**src/rtl/debounce_filter.sv**
```systemverilog
// Debounce filter: synchronizes a raw asynchronous input, then follows it only after the
// synchronized level has differed from the output for stable_ticks consecutive cycles.
module debounce_filter #(
  parameter int sync_stages  = 2,  // legal range 1..4
  parameter int stable_ticks = 4   // must be >= 1
) (
  input  logic clock,
  input  logic reset,
  input  logic raw_signal,
  output logic debounced_signal,
  output logic rising_edge,
  output logic falling_edge
);

  localparam int count_w = $clog2(stable_ticks + 1);
  localparam logic [count_w-1:0] count_last = count_w'(stable_ticks - 1);
  localparam logic [count_w-1:0] count_max  = count_w'(stable_ticks);
  localparam logic [count_w-1:0] count_one  = count_w'(1);

  typedef enum logic [1:0] {
    STABLE_LOW,
    CHECK_HIGH,
    STABLE_HIGH,
    CHECK_LOW
  } state_t;

  logic [sync_stages-1:0] sync  = '0;
  state_t                 state = STABLE_LOW;
  logic [count_w-1:0]     count = '0;
  logic                   level = 1'b0;
  logic                   rise  = 1'b0;
  logic                   fall  = 1'b0;

  state_t             state_next;
  logic [count_w-1:0] count_next;
  logic               level_next;
  logic               rise_next;
  logic               fall_next;
  logic               sample;

  assign sample = sync[sync_stages-1];

  always_ff @(posedge clock) begin
    if (reset) begin
      sync  <= '0;
      state <= STABLE_LOW;
      count <= '0;
      level <= 1'b0;
      rise  <= 1'b0;
      fall  <= 1'b0;
    end else begin
      sync[0] <= raw_signal;
      for (int i = 1; i < sync_stages; i++) begin
        sync[i] <= sync[i-1];
      end
      state <= state_next;
      count <= count_next;
      level <= level_next;
      rise  <= rise_next;
      fall  <= fall_next;
    end
  end

  // Any return of sample to the current level drops back to STABLE_* with the count cleared.
  always_comb begin
    state_next = state;
    count_next = count;
    level_next = level;
    rise_next  = 1'b0;
    fall_next  = 1'b0;
    unique case (state)
      STABLE_LOW: begin
        count_next = '0;
        if (sample) begin
          if (stable_ticks == 1) begin
            state_next = STABLE_HIGH;
            level_next = 1'b1;
            rise_next  = 1'b1;
          end else begin
            state_next = CHECK_HIGH;
            count_next = count_one;
          end
        end
      end
      CHECK_HIGH: begin
        if (!sample) begin
          state_next = STABLE_LOW;
          count_next = '0;
        end else if (count == count_last) begin
          state_next = STABLE_HIGH;
          count_next = '0;
          level_next = 1'b1;
          rise_next  = 1'b1;
        end else if (count != count_max) begin
          count_next = count + count_one;
        end
      end
      STABLE_HIGH: begin
        count_next = '0;
        if (!sample) begin
          if (stable_ticks == 1) begin
            state_next = STABLE_LOW;
            level_next = 1'b0;
            fall_next  = 1'b1;
          end else begin
            state_next = CHECK_LOW;
            count_next = count_one;
          end
        end
      end
      CHECK_LOW: begin
        if (sample) begin
          state_next = STABLE_HIGH;
          count_next = '0;
        end else if (count == count_last) begin
          state_next = STABLE_LOW;
          count_next = '0;
          level_next = 1'b0;
          fall_next  = 1'b1;
        end else if (count != count_max) begin
          count_next = count + count_one;
        end
      end
      default: begin
        state_next = STABLE_LOW;
        count_next = '0;
        level_next = 1'b0;
      end
    endcase
  end

  assign debounced_signal = level;
  assign rising_edge      = rise;
  assign falling_edge     = fall;

endmodule

```
**config.mk**
```make
export PLATFORM = sky130hd
export DESIGN_NAME = debounce_filter
export DESIGN_NICKNAME = d
export VERILOG_FILES = /design/src/rtl/debounce_filter.sv
export SDC_FILE = /design/constraint.sdc
export NUM_CORES = 1
export LEC_CHECK = 0
export ABC_AREA = 1
export BUFFER_PORTS_ARGS = -buffer_cell sky130_fd_sc_hd__buf_2
export CORE_MARGIN = 3
export CORE_UTILIZATION = 25
export DETAILED_ROUTE_END_ITERATION = 16
export MAX_ROUTING_LAYER = met4
export PLACE_DENSITY_LB_ADDON = 0.3
export SYNTH_ARGS = -nofsm -noshare
export SYNTH_HDL_FRONTEND = slang
export SYNTH_SLANG_ARGS = --single-unit
export TNS_END_PERCENT = 50
```
**constraint.sdc**
```tcl
create_clock -name clock -period 1.5 [get_ports clock]
set_clock_uncertainty 0.2 [all_clocks]
set_input_delay 0.075 -clock clock [delete_from_list [all_inputs] [get_ports clock]]
set_output_delay 0.075 -clock clock [all_outputs]
set_load 0.05 [all_outputs]
```
==> report_table.html, run 1 <==
<table>
<tr><th>Metric</th><th>Value</th></tr>
<tr><th colspan="2">Power</th></tr>
<tr><td>Worst VDD drop</td><td>0.451 mV</td></tr>
<tr><td>Reported leakage power</td><td>between 0.2 and 0.3 nW</td></tr>
<tr><td>Power density over cell area</td><td>969 nW/um^2</td></tr>
<tr><td>Total power</td><td>~550 uW</td></tr>
<tr><th colspan="2">Route</th></tr>
<tr><td># DRC</td><td>0</td></tr>
<tr><td>Remaining antenna violation count</td><td>0</td></tr>
<tr><td>Number of detailed-route iterations in the first pass</td><td>4</td></tr>
<tr><td>Total length of routed wires</td><td>between 600 and 700 um</td></tr>
<tr><td>Drt via density</td><td>approximately 3.9</td></tr>
<tr><td>Via total after detailed routing</td><td>about 370</td></tr>
<tr><td>Post-DR wirelength/cell</td><td>6.92 um</td></tr>
<tr><td>Initial drt markers</td><td>6</td></tr>
<tr><th colspan="2">Floorplanning</th></tr>
<tr><td>X dimension of the die</td><td>48.1 um</td></tr>
<tr><td>Die area</td><td>between 2000 and 2500 um^2</td></tr>
<tr><td>Initial Utilization</td><td>0.278</td></tr>
<tr><td>Site row count</td><td>14</td></tr>
<tr><td>Die height</td><td>48.1 um</td></tr>
<tr><td>Count of pins on the block boundary</td><td>6</td></tr>
<tr><td>Core Footprint</td><td>1590 um^2</td></tr>
<tr><th colspan="2">Critical path</th></tr>
<tr><td>Worst path arrival time</td><td>approximately 1.3 ns</td></tr>
<tr><td>Chain of cells forming the critical path</td><td>dlygate4sd3_1, buf_2, inv_1, nor2_1, dlygate4sd3_1</td></tr>
<tr><td>Worst path max stage delay</td><td>between 0.5 and 0.6 ns</td></tr>
<tr><td>Crit path launch type</td><td>input pin</td></tr>
<tr><td>Setup Crit Path Kind</td><td>input pin to flop</td></tr>
<tr><td>Type of destination of the critical path</td><td>flop</td></tr>
<tr><td>Critical-path maximum fanout</td><td>1</td></tr>
<tr><td>CP top delay family</td><td>buffers and inverters</td></tr>
<tr><td>Critical-path cell with the highest stage delay</td><td>dlygate4sd3_1</td></tr>
<tr><td>CP Buf/Inv Count</td><td>4</td></tr>
<tr><td>Most frequent cell on the critical path</td><td>dlygate4sd3_1</td></tr>
<tr><td>Required time of the worst setup path</td><td>about 1.5 ns</td></tr>
<tr><th colspan="2">Final layout</th></tr>
<tr><td>Filler cells</td><td>176</td></tr>
<tr><td>Multi-input gate area in the final layout</td><td>190 um^2</td></tr>
<tr><td>Proportion of layout cells with a drive suffix above 1</td><td>0.225</td></tr>
<tr><td>Number of diodes</td><td>0</td></tr>
<tr><td>Nets</td><td>a little under 80</td></tr>
<tr><td>Relative area change from synthesis to final layout</td><td>27.4%</td></tr>
<tr><td>Register area</td><td>200 um^2</td></tr>
<tr><th colspan="2">Clock network</th></tr>
<tr><td>Clock root buffer</td><td>clkbuf_4</td></tr>
<tr><td>Quantity of gates resized following cts</td><td>0</td></tr>
<tr><td>Count of H-tree levels built during CTS</td><td>1</td></tr>
<tr><td>Clock buffer count from CTS</td><td>3</td></tr>
<tr><td>CTS Sinks</td><td>10</td></tr>
<tr><td>CTS tree</td><td>built</td></tr>
<tr><td>Worst-skew pair later-pin latency</td><td>between 0.2 and 0.3 ns</td></tr>
<tr><td>Register clock-pin slew on the reported worst setup and hold paths</td><td>roughly 0.070 ns</td></tr>
<tr><td>Maximum number of buffers from clock root to sink</td><td>2</td></tr>
<tr><th colspan="2">STA</th></tr>
<tr><td>Final worst-path setup slack</td><td>0.123 ns</td></tr>
<tr><td>Worst slew margin</td><td>0.836</td></tr>
<tr><td>Final Hold Violating Endpoints</td><td>0</td></tr>
<tr><td>Shortest period the worst path allows</td><td>between 1 and 1.5 ns</td></tr>
<tr><td>Actual slew at the worst max-slew pin</td><td>0.247 ns</td></tr>
<tr><td>Setup violations, final</td><td>0</td></tr>
<tr><td>Slew Viols, Final</td><td>0</td></tr>
<tr><td>Tcrit/Tclk final</td><td>0.918</td></tr>
<tr><td>Setup repair after global routing missed its margin</td><td>no</td></tr>
<tr><td>Achievable clock frequency</td><td>just over 0.7 GHz</td></tr>
<tr><td>Setup total negative slack</td><td>0 ns</td></tr>
<tr><th colspan="2">Hold path</th></tr>
<tr><td>Worst hold-check path type</td><td>flop to flop</td></tr>
<tr><th colspan="2">Placement</th></tr>
<tr><td>Hpwl dp</td><td>496 um</td></tr>
<tr><td>Final RePlAce weighted congestion</td><td>slightly above 0.7</td></tr>
<tr><td>Worst slack after detailed placement</td><td>around 0.14 ns</td></tr>
<tr><td>Number of buffers inserted by port buffering</td><td>5</td></tr>
<tr><th colspan="2">Synthesis</th></tr>
<tr><td>Average cell area after synthesis</td><td>around 7.5 um^2</td></tr>
<tr><td>Number of warnings printed during yosys synthesis</td><td>0</td></tr>
<tr><td>Number of synthesized register bits</td><td>10</td></tr>
<tr><td>Synth cell types</td><td>13</td></tr>
<tr><td>Dominant cell type by area after synthesis</td><td>dfxtp_1</td></tr>
<tr><td>Cells taking the most area after synthesis</td><td>dfxtp_1 (45%), inv_1 (10%), nand2_1 (9.3%)</td></tr>
<tr><td>Syn_nets</td><td>65</td></tr>
<tr><td>Area share of the largest cell type after synthesis</td><td>0.452</td></tr>
<tr><td>Synthesized instance count</td><td>59</td></tr>
<tr><td>Sequential share of the synthesized area</td><td>0.452</td></tr>
<tr><td>Netlist Area Pre-Place</td><td>443 um^2</td></tr>
<tr><th colspan="2">Global route</th></tr>
<tr><td>Via count of the first global-routing pass</td><td>303</td></tr>
<tr><td>Grt total ovfl</td><td>0</td></tr>
<tr><td>Global-route wire length before repair</td><td>around 1.1 mm</td></tr>
<tr><td>Initial antenna violation count</td><td>0</td></tr>
<tr><td>Combined global-route utilization of all metal layers</td><td>0.0809</td></tr>
<tr><td>Maximum number of pins on one net before global-route repair</td><td>7</td></tr>
<tr><th colspan="2">Status</th></tr>
<tr><td>Status</td><td>complete, no violations</td></tr>
<tr><th colspan="2">Flow run</th></tr>
<tr><td>Reported max-cap violation count</td><td>0</td></tr>
</table>
## power by group
group          switching, mW  internal (mW)  leakage (nW)
clock                  0.102          0.147        0.0210
sequential           0.00283          0.269        0.0811
combinational         0.0123         0.0124         0.173
total                  0.118          0.429         0.275
## final cells by class
class,count,area share
timing repair buffer,8,0.0976
sequential,10,0.355
inverter,14,0.0931
multi-input combinational,35,0.337
tap,24,0.0532
clock buffer,4,0.0643
## layer usage
layer / share of wire / global-route usage / vias to the layer above
li1: - / - / 200
met2: 0.48 / 0.113 / 11
met3: 0.047 / 0.0332 / 2
met1: 0.44 / 0.0824 / 154
met4: 0.032 / 0.0806 / 0
met5: 0 / - / -
## cell usage in the layout, fill, tap and decap left out, drive strengths merged
cell type / netlist / final
nand2: 15 / 15
clkbuf: 0 / 4
ha: 3 / 3
dlygate4sd3: 0 / 3
buf: 0 / 5
nor3: 1 / 1
nor2: 7 / 7
nand3: 6 / 6
and2: 1 / 1
inv: 14 / 14
dfxtp: 10 / 10
nand4: 1 / 1
o21ai: 1 / 1
## worst reg2reg max path: stages (launching register included)
cell,delay (ns)
dfxtp_1,0.33
ha_1,0.19
ha_1,0.19
nand2_1,0.12
inv_1,0.08
nand4_1,0.09
nand2_1,0.06
## sequential cells by signal (all words and copies together), names as in the netlist, named ones only
register	flops
debounced_signal	1
rising_edge	1
count	3
sync	2
falling_edge	1
state	1
## kinds of logic (layout without fill, tap and decap cells)
group                      count (synthesis)  after routing  synth area share
adders and majority gates                  3              3            0.0848
and+or+nand+nor                           31             31             0.333
AOI/OAI and AO/OA                          1              1            0.0113
buffers and inverters                     14             26             0.119
DFF                                       10             10             0.452
## final timing paths
path | slack (ns) | endpoint | cells after the start | start
worst max-delay path | 0.12 | sync[0]$_SDFF_PP0_ | 5 | raw_signal
worst min-delay path | 0.20 | sync[1]$_SDFF_PP0_ | 2 | sync[0]$_SDFF_PP0_
worst max register to register | 0.13 | debounced_signal$_SDFFE_PP0P_ | 6 | count[0]$_SDFF_PP0_
worst min register to register | 0.20 | sync[1]$_SDFF_PP0_ | 2 | sync[0]$_SDFF_PP0_
## through the flow
stage                     instances  cell area, um^2   util  hold WS (ns)
after detailed placement         88              498  0.312        0.0836
after CTS                        95              564  0.354         0.206
after global placement           88              498  0.312        0.0865
after floorplan                  59              443      -       -0.0538
final                            95              564  0.354         0.204
after global routing             95              564  0.354         0.218
## cells in the mapped netlist
| cell | count |
|---|---|
| nor2_1 | 6 |
| ha_1 | 3 |
| and2_1 | 1 |
| nand2_1 | 11 |
| dfxtp_1 | 10 |
| nor2_4 | 1 |
| inv_2 | 2 |
| nand4_1 | 1 |
| nor3_1 | 1 |
| o21ai_0 | 1 |
| inv_1 | 12 |
| nand3_1 | 6 |
| nand2_2 | 4 |
## what timing repair did
item	in CTS	in global routing
buffers inserted	0	0
hold buffers	3	0
endpoints found under the hold margin	5	0
Power figures use the tool's default switching activity.
==> inputs of run 2 (changes only) <==
--- a/config.mk
+++ b/config.mk
@@ -6,12 +6,13 @@
 export NUM_CORES = 1
 export LEC_CHECK = 0
 export ABC_AREA = 1
-export BUFFER_PORTS_ARGS = -buffer_cell sky130_fd_sc_hd__buf_2
+export BUFFER_PORTS_ARGS = -buffer_cell sky130_fd_sc_hd__buf_4
 export CORE_MARGIN = 3
 export CORE_UTILIZATION = 25
 export DETAILED_ROUTE_END_ITERATION = 16
 export MAX_ROUTING_LAYER = met4
 export PLACE_DENSITY_LB_ADDON = 0.3
+export SLEW_MARGIN = 20
 export SYNTH_ARGS = -nofsm -noshare
 export SYNTH_HDL_FRONTEND = slang
 export SYNTH_SLANG_ARGS = --single-unit
==> run 2 against run 1 <==
Compared with the run above:
- design area rose by 0.44%
- sequential cell count did not move
- cell count fell by 1.1%
- sequential power barely moved
- critical endpoint is now debounced_signal$_SDFFE_PP0P_
- largest power group unchanged
==> report_table.html, run 2 (synthesized netlist as in run 1, its figures left out) <==
<table>
<tr><th>Metric</th><th>Value</th></tr>
<tr><th colspan="2">Final layout</th></tr>
<tr><td>Number of diodes</td><td>0 (unchanged)</td></tr>
<tr><td>Filler cells</td><td>166 (was 176)</td></tr>
<tr><td>Relative area change from synthesis to final layout</td><td>28.0% (was 27.4%)</td></tr>
<tr><td>Largest registers in the final layout</td><td>count: 3 flops, sync: 2 flops (unchanged)</td></tr>
<tr><td>Most common cell after layout, fill and taps aside</td><td>inv_1 (unchanged)</td></tr>
<tr><td>Post-layout util</td><td>0.356 (was 0.354)</td></tr>
<tr><td>Proportion of layout cells with a drive suffix above 1</td><td>0.229 (was 0.225)</td></tr>
<tr><td>Filler-free cell count of the finished design</td><td>94 (was 95)</td></tr>
<tr><td>Max FFs per register</td><td>3 (unchanged)</td></tr>
<tr><td>Largest register by flop count</td><td>count (unchanged)</td></tr>
<tr><td>Nets</td><td>77 (was 78)</td></tr>
<tr><td>Design Area, Final</td><td>567 um^2 (was 564 um^2)</td></tr>
<tr><td>Most frequent cells in the layout</td><td>inv_1 (12), nand2_1 (11), dfxtp_1 (10), nor2_1 (6), nand3_1 (6) (unchanged)</td></tr>
<tr><th colspan="2">Critical path</th></tr>
<tr><td>Crit path launch type</td><td>flop (was input pin)</td></tr>
<tr><td>Critical-path maximum fanout</td><td>3 (was 1)</td></tr>
<tr><td>Capturing instance or port of the critical path</td><td>debounced_signal$_SDFFE_PP0P_ (was sync[0]$_SDFF_PP0_)</td></tr>
<tr><td>Register-to-Register Path Depth</td><td>6 (unchanged)</td></tr>
<tr><td>Timing startpoint of the critical path</td><td>count[0]$_SDFF_PP0_ (was raw_signal)</td></tr>
<tr><td>Register-to-Register Setup Slack</td><td>0.14 ns (was 0.13 ns)</td></tr>
<tr><td>Worst r2r src</td><td>count[0]$_SDFF_PP0_ (unchanged)</td></tr>
<tr><td>Required time of the worst setup path</td><td>1.47 ns (was 1.46 ns)</td></tr>
<tr><td>Worst path arrival time</td><td>1.33 ns (about the same)</td></tr>
<tr><td>Setup Crit Path Kind</td><td>flop to flop (was input pin to flop)</td></tr>
<tr><td>Type of destination of the critical path</td><td>flop (unchanged)</td></tr>
<tr><td>Endpoint of the lowest-slack register-to-register path</td><td>debounced_signal$_SDFFE_PP0P_ (unchanged)</td></tr>
<tr><th colspan="2">Route</th></tr>
<tr><td># DRC</td><td>0 (unchanged)</td></tr>
<tr><td>Total length of routed wires</td><td>698 um (was 657 um)</td></tr>
<tr><td>Initial drt markers</td><td>9 (was 6)</td></tr>
<tr><td>Via total after detailed routing</td><td>370 (was 367)</td></tr>
<tr><td>Post-DR wirelength/cell</td><td>7.43 um (was 6.92 um)</td></tr>
<tr><td>Drt via density</td><td>3.94 (was 3.86)</td></tr>
<tr><td>Number of detailed-route iterations in the first pass</td><td>4 (unchanged)</td></tr>
<tr><td>Remaining antenna violation count</td><td>0 (unchanged)</td></tr>
<tr><th colspan="2">STA</th></tr>
<tr><td>Setup violations, final</td><td>0 (unchanged)</td></tr>
<tr><td>Smallest hold slack</td><td>0.206 ns (was 0.204 ns)</td></tr>
<tr><td>Final worst-path setup slack</td><td>0.135 ns (was 0.123 ns)</td></tr>
<tr><td>Slew Viols, Final</td><td>0 (unchanged)</td></tr>
<tr><td>Actual slew at the worst max-slew pin</td><td>0.167 ns (was 0.247 ns)</td></tr>
<tr><td>Tcrit/Tclk final</td><td>0.910 (was 0.918)</td></tr>
<tr><td>Worst slew margin</td><td>0.888 (was 0.836)</td></tr>
<tr><td>Setup total negative slack</td><td>0 ns (unchanged)</td></tr>
<tr><td>Shortest period the worst path allows</td><td>1.36 ns (was 1.38 ns)</td></tr>
<tr><td>Final Hold Violating Endpoints</td><td>0 (unchanged)</td></tr>
<tr><td>Achievable clock frequency</td><td>0.733 GHz (was 0.726 GHz)</td></tr>
<tr><td>Setup repair after global routing missed its margin</td><td>no (unchanged)</td></tr>
<tr><th colspan="2">Global route</th></tr>
<tr><td>Initial antenna violation count</td><td>0 (unchanged)</td></tr>
<tr><td>Via count of the first global-routing pass</td><td>311 (was 303)</td></tr>
<tr><td>Maximum number of pins on one net before global-route repair</td><td>7 (unchanged)</td></tr>
<tr><td>Combined global-route utilization of all metal layers</td><td>0.0802 (was 0.0809)</td></tr>
<tr><td>Global-route wire length before repair</td><td>1.17 mm (was 1.13 mm)</td></tr>
<tr><td>Grt total ovfl</td><td>0 (unchanged)</td></tr>
<tr><th colspan="2">Placement</th></tr>
<tr><td>Inst Count DP</td><td>88 (unchanged)</td></tr>
<tr><td>Final RePlAce weighted congestion</td><td>0.746 (was 0.704)</td></tr>
<tr><td>Number of buffers inserted by port buffering</td><td>5 (unchanged)</td></tr>
<tr><td>DP Area</td><td>510 um^2 (was 498 um^2)</td></tr>
<tr><td>Hpwl dp</td><td>520 um (was 496 um)</td></tr>
<tr><td>Worst slack after detailed placement</td><td>0.127 ns (was 0.142 ns)</td></tr>
<tr><th colspan="2">Floorplanning</th></tr>
<tr><td>Site row count</td><td>14 (unchanged)</td></tr>
<tr><td>Initial Utilization</td><td>0.278 (unchanged)</td></tr>
<tr><td>X dimension of the die</td><td>48.1 um (unchanged)</td></tr>
<tr><td>Core Footprint</td><td>1590 um^2 (unchanged)</td></tr>
<tr><td>Count of pins on the block boundary</td><td>6 (unchanged)</td></tr>
<tr><td>Die height</td><td>48.1 um (unchanged)</td></tr>
<tr><td>Die area</td><td>2310 um^2 (unchanged)</td></tr>
<tr><th colspan="2">Clock network</th></tr>
<tr><td>CTS tree</td><td>built (unchanged)</td></tr>
<tr><td>Worst-skew pair later-pin latency</td><td>0.27 ns (about the same)</td></tr>
<tr><td>Count of H-tree levels built during CTS</td><td>1 (unchanged)</td></tr>
<tr><td>Clock buffer count from CTS</td><td>3 (unchanged)</td></tr>
<tr><td>CTS Sinks</td><td>10 (unchanged)</td></tr>
<tr><td>Quantity of gates resized following cts</td><td>0 (unchanged)</td></tr>
<tr><td>Clock root buffer</td><td>clkbuf_4 (unchanged)</td></tr>
<tr><td>Register clock-pin slew on the reported worst setup and hold paths</td><td>0.07 ns (about the same)</td></tr>
<tr><td>Maximum number of buffers from clock root to sink</td><td>2 (unchanged)</td></tr>
<tr><th colspan="2">Power</th></tr>
<tr><td>Worst VDD drop</td><td>0.467 mV (was 0.451 mV)</td></tr>
<tr><td>Power density over cell area</td><td>952 nW/um^2 (was 969 nW/um^2)</td></tr>
<tr><td>Total power</td><td>540 uW (was 547 uW)</td></tr>
<tr><td>Reported leakage power</td><td>0.271 nW (was 0.275 nW)</td></tr>
<tr><th colspan="2">Flow run</th></tr>
<tr><td>Reported max-cap violation count</td><td>0 (unchanged)</td></tr>
<tr><th colspan="2">Hold path</th></tr>
<tr><td>Worst hold-check path type</td><td>flop to flop (unchanged)</td></tr>
<tr><th colspan="2">Status</th></tr>
<tr><td>Status</td><td>complete, no violations (unchanged)</td></tr>
</table>
-- run 2: cell types whose count changed in the layout (fill, tap and decap cells not counted), sizes merged --
cell         change
dlygate4sd3      -1
-- run 2: worst min path at each step --
stage	start	depth (start not counted)	to
6_report	sync[0]$_SDFF_PP0_	2	sync[1]$_SDFF_PP0_
3_3_place_gp	reset	2	sync[1]$_SDFF_PP0_
3_5_place_dp	reset	2	sync[1]$_SDFF_PP0_
4_1_cts	sync[0]$_SDFF_PP0_	2	sync[1]$_SDFF_PP0_
5_1_grt	sync[0]$_SDFF_PP0_	2	sync[1]$_SDFF_PP0_
2_1_floorplan	reset	1	sync[0]$_SDFF_PP0_
-- run 2: cell type report --
cell class,instances,area [um^2],area share
flip-flops and latches,10,200,0.353
multi-input cells,35,190,0.336
repair buffers,7,57.6,0.102
inverters,14,52.6,0.0927
clock buffers,4,36.3,0.0640
well taps,24,30.0,0.0530
-- run 2: repair_timing --
item	in CTS	in global routing
buffers inserted	0	0
hold buffers	2	0
endpoints found under the hold margin	7	0
-- run 2: where the power goes --
group          switching [mW]  internal, mW
Combinational          0.0128        0.0122
Clock                  0.0949         0.148
Sequential            0.00295         0.269
Total                   0.111         0.429
-- run 2: layer usage --
metal	global-route usage	vias up	routed length, um
li1	-	199	-
met1	0.0938	162	348
met2	0.106	5	301
met3	0.0332	4	27
met4	0.0645	0	20
met5	-	-	0
-- run 2: worst max-delay path, cell delays in order, from the launching register on --
cell and delay, ns:
dfxtp_1 0.33, ha_1 0.20, ha_1 0.19, nand2_1 0.11, inv_1 0.08, nand4_1 0.09
nand2_1 0.06
